<file path="src/rtl/uart_rx_fifo_pkg.sv">
// Shared definitions for the UART receive-side byte buffer.
//   UART_DATA_W     : width of a received UART byte
//   DEF_DEPTH       : default FIFO depth
//   DEF_ERR_CNT_W   : default framing-error counter width
package uart_rx_fifo_pkg;

    localparam int unsigned UART_DATA_W   = 8;
    localparam int unsigned DEF_DEPTH     = 16;
    localparam int unsigned DEF_ERR_CNT_W = 8;

    typedef logic [UART_DATA_W-1:0] uart_byte_t;

endpackage

</file>
<file path="src/rtl/sync_byte_fifo.sv">
// Synchronous byte FIFO with show-ahead read port.
//   clk, rst     : clock, asynchronous active-high reset
//   i_push, i_din: write request and data (caller guarantees space or a same-cycle pop)
//   i_pop        : read request (ignored while empty)
//   o_dout       : head-of-FIFO byte, combinational from memory
//   o_count      : occupancy 0..DEPTH
//   o_full       : occupancy == DEPTH
//   o_empty      : occupancy == 0
module sync_byte_fifo
    import uart_rx_fifo_pkg::*;
#(
    parameter  int unsigned DEPTH  = DEF_DEPTH,
    localparam int unsigned ADDR_W = $clog2(DEPTH)
) (
    input  logic                   clk,
    input  logic                   rst,
    input  logic                   i_push,
    input  logic [UART_DATA_W-1:0] i_din,
    input  logic                   i_pop,
    output logic [UART_DATA_W-1:0] o_dout,
    output logic [ADDR_W:0]        o_count,
    output logic                   o_full,
    output logic                   o_empty
);

    uart_byte_t          r_mem [DEPTH];
    logic [ADDR_W-1:0]   r_wr_ptr;
    logic [ADDR_W-1:0]   r_rd_ptr;
    logic [ADDR_W:0]     r_count;
    logic                w_push;
    logic                w_pop;

    assign o_empty = (r_count == '0);
    assign o_full  = (r_count == (ADDR_W+1)'(DEPTH));
    assign o_count = r_count;
    assign o_dout  = r_mem[r_rd_ptr];

    // A push while full is only legal alongside a pop that frees the slot.
    assign w_pop  = i_pop & ~o_empty;
    assign w_push = i_push & (~o_full | w_pop);

    // Storage array, no reset needed.
    always_ff @(posedge clk) begin
        if (w_push) begin
            r_mem[r_wr_ptr] <= i_din;
        end
    end

    // Pointers wrap naturally since DEPTH is a power of two.
    always_ff @(posedge clk or posedge rst) begin
        if (rst) begin
            r_wr_ptr <= '0;
            r_rd_ptr <= '0;
            r_count  <= '0;
        end else begin
            if (w_push) begin
                r_wr_ptr <= r_wr_ptr + ADDR_W'(1);
            end
            if (w_pop) begin
                r_rd_ptr <= r_rd_ptr + ADDR_W'(1);
            end
            case ({w_push, w_pop})
                2'b10:   r_count <= r_count + (ADDR_W+1)'(1);
                2'b01:   r_count <= r_count - (ADDR_W+1)'(1);
                default: r_count <= r_count;
            endcase
        end
    end

endmodule

</file>
<file path="src/rtl/uart_rx_fifo.sv">
// Receive-side byte buffer downstream of the Uart8 receiver.
//   clk, rst          : clock, asynchronous active-high reset
//   rxDone/rxErr/rxOut: receiver done strobe, framing error, received byte
//   rdData/rdValid    : show-ahead head byte and non-empty flag
//   rdReady           : consumer accept (pop when rdValid && rdReady)
//   count/full        : occupancy and full flag
//   overflow          : sticky dropped-byte flag
//   errCount          : saturating framing-error counter
//   clrStatus         : synchronous clear of overflow and errCount
module uart_rx_fifo
    import uart_rx_fifo_pkg::*;
#(
    parameter  int unsigned DEPTH     = DEF_DEPTH,
    parameter  int unsigned ERR_CNT_W = DEF_ERR_CNT_W,
    localparam int unsigned ADDR_W    = $clog2(DEPTH)
) (
    input  logic                   clk,
    input  logic                   rst,
    input  logic                   rxDone,
    input  logic                   rxErr,
    input  logic [UART_DATA_W-1:0] rxOut,
    output logic [UART_DATA_W-1:0] rdData,
    output logic                   rdValid,
    input  logic                   rdReady,
    output logic [ADDR_W:0]        count,
    output logic                   full,
    output logic                   overflow,
    output logic [ERR_CNT_W-1:0]   errCount,
    input  logic                   clrStatus
);

    logic                 r_done_prev;
    logic                 r_overflow;
    logic [ERR_CNT_W-1:0] r_err_count;
    logic                 w_cap;
    logic                 w_good;
    logic                 w_bad;
    logic                 w_pop;
    logic                 w_push;
    logic                 w_drop;
    logic                 w_empty;
    logic                 w_full;

    // Reset value 1 keeps an rxDone already high at release from capturing.
    always_ff @(posedge clk or posedge rst) begin
        if (rst) begin
            r_done_prev <= 1'b1;
        end else begin
            r_done_prev <= rxDone;
        end
    end

    assign w_cap  = rxDone & ~r_done_prev;
    assign w_good = w_cap & ~rxErr;
    assign w_bad  = w_cap & rxErr;
    assign w_pop  = ~w_empty & rdReady;
    assign w_push = w_good & (~w_full | w_pop);
    assign w_drop = w_good & w_full & ~w_pop;

    sync_byte_fifo #(
        .DEPTH (DEPTH)
    ) u_fifo (
        .clk     (clk),
        .rst     (rst),
        .i_push  (w_push),
        .i_din   (rxOut),
        .i_pop   (w_pop),
        .o_dout  (rdData),
        .o_count (count),
        .o_full  (w_full),
        .o_empty (w_empty)
    );

    // Status: a same-cycle event takes priority over clrStatus.
    always_ff @(posedge clk or posedge rst) begin
        if (rst) begin
            r_overflow  <= 1'b0;
            r_err_count <= '0;
        end else begin
            if (w_drop) begin
                r_overflow <= 1'b1;
            end else if (clrStatus) begin
                r_overflow <= 1'b0;
            end

            if (w_bad) begin
                if (clrStatus) begin
                    r_err_count <= ERR_CNT_W'(1);
                end else if (r_err_count != '1) begin
                    r_err_count <= r_err_count + ERR_CNT_W'(1);
                end
            end else if (clrStatus) begin
                r_err_count <= '0;
            end
        end
    end

    assign rdValid  = ~w_empty;
    assign full     = w_full;
    assign overflow = r_overflow;
    assign errCount = r_err_count;

endmodule

</file>
<file path="config.mk">
export PLATFORM = sky130hd
export DESIGN_NAME = uart_rx_fifo
export DESIGN_NICKNAME = d
export VERILOG_FILES = /design/src/rtl/uart_rx_fifo_pkg.sv /design/src/rtl/sync_byte_fifo.sv /design/src/rtl/uart_rx_fifo.sv
export SDC_FILE = /design/constraint.sdc
export NUM_CORES = 1
export LEC_CHECK = 0
export CAP_MARGIN = 0
export CORE_MARGIN = 4
export CORE_UTILIZATION = 40
export CTS_CLUSTER_SIZE = 24
export DETAILED_ROUTE_END_ITERATION = 8
export PLACE_DENSITY = 0.58
export SLEW_MARGIN = 20
export SYNTH_ARGS = -nofsm -noshare
export SYNTH_HDL_FRONTEND = slang
export SYNTH_SLANG_ARGS = --single-unit
</file>
<file path="constraint.sdc">
create_clock -name clk -period 4.15 [get_ports clk]
set_clock_uncertainty 0.05 [all_clocks]
set_input_delay 0.83 -clock clk [delete_from_list [all_inputs] [get_ports clk]]
set_output_delay 0.83 -clock clk [all_outputs]
set_load 0.01 [all_outputs]
</file>
=== Yosys cells after proc, flatten, opt, wreduce, memory -nomap -nowiden ===
Memories as Yosys holds them, arrays and structs flattened.
Index checks and enable logic that the tools add are counted.

* Reduce and logical (&&, ||, !) cells: 6
* $add $sub $neg: 5
* Multiplexer cells: 9
* Equal/unequal tests: 4
* Bitwise gates (word level): 16

{| class="wikitable"
|+ Operator list
! cell !! count
|-
| 8-bit 2-to-1 mux || 4
|-
| 5-bit one-hot mux with 2 select lines || 1
|-
| 1-bit AND || 9
|-
| 4-bit by 1-bit adder with 4-bit output, second input constant || 2
|-
| 8-bit by 1-bit adder with 8-bit output, second input constant || 1
|-
| 8-bit != test, second input constant || 1
|-
| 2-bit nonzero test || 4
|-
| 5-bit by 1-bit adder with 5-bit output, second input constant || 1
|-
| 5-bit equality test, second input constant || 1
|-
| 5-bit logical NOT || 1
|-
| 1-bit NOT || 5
|-
| 5-bit by 1-bit subtractor with 5-bit output, second input constant || 1
|-
| 1-bit 2-to-1 mux || 4
|-
| 2-bit by 1-bit equality test with 1-bit output, second input constant || 1
|-
| 2-bit equality test, second input constant || 1
|-
| 1-bit bitwise OR || 2
|-
| 2-bit AND reduction || 1
|}

* Logic and storage cells: 47
* Bits of input ports: 14
* Output and inout port bits: 24
* Memories: 1
* Memory bits (writable): 128
* Register bits: 23

{| class="wikitable"
|+ Memories
! name !! words !! bits a word !! read ports !! clocked after Yosys merged registers in !! wr ports !! line !! RTL
|-
| u_fifo.r_mem || 16 || 8 || 1 || 0 || 1 || sync_byte_fifo.sv:26 || <nowiki>uart_byte_t r_mem [DEPTH];</nowiki>
|}

=== Logic depth before layout (Yosys ltp) ===
* Word-level depth: 8
* Mapped depth: 12
* Mapped depth without buffers: 10

=== By module ===
From an unflattened synthesis, not the netlist that was laid out.

* Cells, all modules: 362
* Area, all modules: 6339.8 um^2

{| class="wikitable"
|+ Modules (own cells, without submodules)
! module !! sequential area each (um^2) !! cells an instance !! instances !! area each (um^2)
|-
| sync_byte_fifo || 4169.0 || 303 || 1 || 5749.3
|-
| uart_rx_fifo || 251.5 || 59 || 1 || 590.6
|}

=== Least setup slack after synthesis ===
Ideal clock, no wire load.

* Kind: input -> register
* Start point: in rxErr
* End point: reg u_fifo.r_count[4] (netlist: u_fifo.o_count[4])
* Setup slack: 1234 ps
* Arrival time: 2743 ps
* Library setup time: 123 ps
* Cell stages on the path: 11
* Cell sequence: or3b_4 -> a31oi_4 -> inv_4 -> ha_1 -> clkbuf_1 -> xor2_1 -> ha_1 -> and3b_1 -> o21ai_0 -> a31oi_1 -> xnor2_1

* Word-level cells in the longest chain between the ends: 6
* Elaborated cells between the ends (all ways): 8
* Those cells by class: eq/ne: 2; mux: 1; bitwise: 4; reduce/logical: 1

{| class="wikitable"
|+ RTL lines
! what !! line !! RTL
|-
| start, declared || uart_rx_fifo.sv:20 || <nowiki>input logic rxErr,</nowiki>
|-
| 1-bit NOT (*) || uart_rx_fifo.sv:54 || <nowiki>assign w_good = w_cap & ~rxErr;</nowiki>
|-
| 1-bit AND (*) || uart_rx_fifo.sv:54 ||
|-
| 1-bit AND (*) || uart_rx_fifo.sv:57 || <nowiki>assign w_push = w_good & (~w_full | w_pop);</nowiki>
|-
| 1-bit AND (*) || sync_byte_fifo.sv:40 || <nowiki>assign w_push = i_push & (~o_full | w_pop);</nowiki>
|-
| 2-bit by 1-bit equality test with 1-bit output / 2-bit equality test (equally long branches) || sync_byte_fifo.sv:62 || <nowiki>case ({w_push, w_pop})</nowiki>
|-
| 5-bit one-hot mux with 2 select lines / 2-bit nonzero test (equally long branches) || - ||
|-
| end signal, assigned || sync_byte_fifo.sv:63 || <nowiki>2'b10: r_count <= r_count + (ADDR_W+1)'(1);</nowiki>
|-
| end signal, assigned || sync_byte_fifo.sv:64 || <nowiki>2'b01: r_count <= r_count - (ADDR_W+1)'(1);</nowiki>
|-
| end signal, assigned || sync_byte_fifo.sv:65 || <nowiki>default: r_count <= r_count;</nowiki>
|-
| end, declared || sync_byte_fifo.sv:29 || <nowiki>logic [ADDR_W:0] r_count;</nowiki>
|}

Mark *: on every way between the ends. The rest lies on a longest branch, timed or not.
A chain may end at the register's enable or synchronous reset.

=== Worst setup path after layout ===
* Start point: reg u_fifo.r_rd_ptr[0]
* End point: out rdData[2]

* Word-level cells in the longest chain between the ends: 1

{| class="wikitable"
|+ RTL lines
! what !! line !! RTL
|-
| start, declared || sync_byte_fifo.sv:28 || <nowiki>logic [ADDR_W-1:0] r_rd_ptr;</nowiki>
|-
| start signal, assigned || sync_byte_fifo.sv:60 || <nowiki>r_rd_ptr <= r_rd_ptr + ADDR_W'(1);</nowiki>
|-
| memory read 16 x 8 bit || - ||
|-
| end, declared || uart_rx_fifo.sv:22 || <nowiki>output logic [UART_DATA_W-1:0] rdData,</nowiki>
|}

Every way passes these cells.

==> flow_metrics.py <==
metrics = {
    "timing": {
        "relSlewSlack_pct": 36.4,
        "hold_violations": 0,
        "drv_slew": 0,
        "rsz0062_at_grt": "false",
        "setup_viol": 0,
        "min_period_ns": 3.71,
        "fmax_ghz": 0.269,
        "postLayoutSetupSlackWorst_ns": 0.439,
        "worst_pin_slew_ns": 0.953,
        "finalSetupTns_ns": 0,
        "period_share_pct": 89.4,
    },
    "clock_network": {
        "cts_hold_buffers": 0,
        "numCtsBuffers": 17,
        "cts_max_level": 4,
        "root_buffer": "clkbuf_16",
        "postCtsResizedCells": 0,
        "clkLatencyLatePin_ns": 0.42,
        "post-cts-setup-buffers": 0,
        "cts_sinks": 151,
        "cts_tree": "built",
        "path_clk_slew_ns": 0.06,
        "clock_tree.buffer_depth": 2,
    },
    "setup_path": {
        "crit_buf_inv": 2,
        "r2r_start": "u_fifo.o_count[1]",
        "cp-end-kind": "output pin",
        "crit_fanout": 14,
        "crit_family": "buffers and inverters",
        "crit_type": "flip-flop to output pin",
        "cp.required_ns": 3.27,
        "ff2ff_setup_slack_ns": 1.47,
        "slowest_delay_ns": 0.64,
        "rr_worst_depth": 10,
        "crit_path_top_delay_cell": "dfrtp_2",
        "critPathArrivalTime_ns": 2.83,
        "r2r_end": "u_fifo.o_count[4]",
        "timing.critical_path.from_type": "flip-flop",
        "crit_start": "u_fifo.r_rd_ptr[0]",
        "crit_chain": "buf_4, mux4_2, a22oi_1, nand2_1, clkdlybuf4s50_1",
    },
    "synthesis": {
        "yosysTopAreaCell": "edfxtp_1",
        "synth_mux_area_share_pct": 12.4,
        "yosys.area_share.xor_xnor_pct": 1.68,
        "synthTopCellsByArea": "edfxtp_1 (62%), mux4_2 (12%), dfrtp_1 (8.8%)",
        "synth_top_family_by_area": "multiplexers",
        "synth_area_um2": 6240,
        "syn_nets": 373,
        "async_flop_share_pct": 15.2,
        "synth-edff-count": 128,
        "synth-simple-area-share_pct": 7.08,
        "synth.ff_latch_count": 151,
        "yosysWarnings": 0,
        "avgSynthCellArea_um2": 17.8,
        "syn_inst": 350,
        "yosysTopAreaCellShare_pct": 61.6,
        "synthAdderAreaFrac_pct": 1.80,
        "ys_seq_area_share_pct": 70.8,
        "synth_compound_gate_area_share_pct": 4.39,
        "synth_flop_cell": "edfxtp_1",
        "ys_types": 45,
    },
    "floorplan": {
        "core_um2": 15300,
        "row_count": 45,
        "die_w_um": 133,
        "die_h_um": 133,
        "ioPinCount": 38,
        "initial_core_util_pct": 40.9,
        "die_area_um2": 17700,
    },
    "power": {
        "clockPowerShare_pct": 33.3,
        "internal_power_mw": 3.39,
        "combPwrFrac_pct": 27.0,
        "ir_drop_uv": 377,
        "p_leak_nw": 2.51,
        "p_per_area_nw_per_um2": 641,
        "seq_power_share_pct": 39.8,
        "total_power_mw": 4.80,
        "switching_share_pct": 29.3,
        "p_sw_mw": 1.40,
    },
    "finish": {
        "antenna_cells": 0,
        "fillCellCount": 1322,
        "area_delta_synth_final_pct": 20.0,
        "nets": 422,
        "fin_cells": 623,
        "layout-drive-gt1-share_pct": 20.6,
    },
    "outcome": {
        "status": "finished, final reports clean",
    },
    "route": {
        "top_layer": "met4",
        "wirelength_um": 12400,
        "first_pass_iters": 4,
        "drcViolationCount": 0,
        "routedWlPerCell_um": 20.0,
        "antenna_left": 0,
        "drt-met1-wl_um": 5660,
        "drt-initial-drc-count": 262,
        "dr_wl_met2_um": 6110,
        "wl_met3_um": 487,
        "num_vias": 3239,
        "viasPerCell": 5.20,
    },
    "placement": {
        "numPortBuffers": 37,
        "dp_hpwl_um": 7830,
        "place.detailed.instances": 591,
        "gp_congestion": 0.801,
        "place_ws_ns": 0.571,
    },
    "global_routing": {
        "grt_use_total_pct": 15.2,
        "first_global_vias": 3552,
        "grt_max_degree": 24,
        "grt_pass1_wl_um": 20000,
        "gr-total-overflow": 0,
        "antenna_found_initial": 0,
    },
    "run": {
        "maxCapViolations": 0,
    },
    "worst_hold_path": {
        "min_to": "overflow",
        "holdCritStartpoint": "overflow",
        "min_path_cells": 1,
        "min_path_type": "flip-flop to flip-flop",
    },
}
[cell usage in the layout, fill, tap and decap left out, drive strengths merged, types with 9 or more instances in the layout]
cell type	netlist	routed
ha	9	9
clkdlybuf4s50	0	37
mux4	32	32
clkbuf	6	17
dfrtp	22	22
and2	14	14
nor3	10	10
a22oi	16	16
edfxtp	128	128
inv	9	15
nand2	23	23
buf	11	10
[flip-flops by register name, summed over array words and instances (netlist names)]
register         flops
errCount             8
u_fifo.r_rd_ptr      4
u_fifo.r_mem       128
overflow             1
r_done_prev          1
u_fifo.r_wr_ptr      4
u_fifo.o_count       5
[cell families after synthesis]
family,count (synthesis)
DFF,151
xor gates and xnor gates,12
and+or+nand+nor,77
adders and majority gates,9
buffers and inverters,26
AOI/OAI and AO/OA,38
muxes,37
[power groups by stage]
stage	logic, mW	registers (mW)	clock network (mW)
2_1_floorplan	0.912	1.85	0
3_3_place_gp	1.31	1.93	0
3_5_place_dp	1.33	1.94	0
4_1_cts	1.33	1.91	1.62
5_1_grt	1.41	1.93	1.70
6_report	1.29	1.91	1.60
[worst max-delay path by stage]
stage / cells past startpoint / to
4_1_cts: 5 / rdData[2]
3_3_place_gp: 11 / u_fifo.o_count[4]
3_5_place_dp: 11 / u_fifo.o_count[4]
2_1_floorplan: 11 / u_fifo.o_count[4]
6_report: 5 / rdData[2]
5_1_grt: 5 / rdData[7]
[cells in the mapped netlist, types with 2 or more instances]
cell,n
edfxtp_1,128
mux4_2,32
nand2_1,23
dfrtp_1,22
a22oi_1,16
and2_1,14
ha_1,9
nor3_1,9
inv_1,8
a21oi_1,7
nor2_1,7
xnor2_1,7
buf_1,5
clkbuf_1,5
o21ai_0,5
xor2_1,5
buf_2,4
nor2b_1,4
mux2i_1,3
nand3_1,3
o31ai_1,3
and3_1,2
and3b_1,2
buf_4,2
mux2_2,2
nand3b_1,2
nand4_1,2
nor4b_1,2
[worst reg2reg max path, stage by stage (launching register included)]
cell and delay, ns:
dfrtp_1 0.50, nor4_4 0.42, a31oi_4 0.19, inv_4 0.15
ha_1 0.33, xor2_1 0.18, ha_1 0.20, and3b_1 0.16
o21ai_0 0.07, a31oi_1 0.23, xnor2_1 0.14
[metal layers]
layer	global-route usage, %	up-vias
met5	0	-
met1	20.6	1674
met4	5.60	0
met2	23.6	70
li1	-	1481
met3	4.11	14
[through the flow]
step                cell area [um^2]  hold slack [ns]  util (%)
global placement                6870            0.452      45.1
detailed placement              6870            0.452      45.1
finish                          7490            0.473      49.1
floorplan                       6240            0.443         -
global route                    7490            0.497      49.1
CTS                             7490            0.474      49.1
[cell type report]
cell class	instances	area [um^2]	area share, %
Clock inverter	15	189	2.52
Clock buffer	17	425	5.68
Inverter	9	36.3	0.485
Sequential cell	151	4420	59.0
Multi-Input combinational cell	173	1710	22.8
Timing Repair Buffer	47	445	5.95
Tap cell	211	264	3.53
Note: power is estimated with default switching activity, not from simulation.
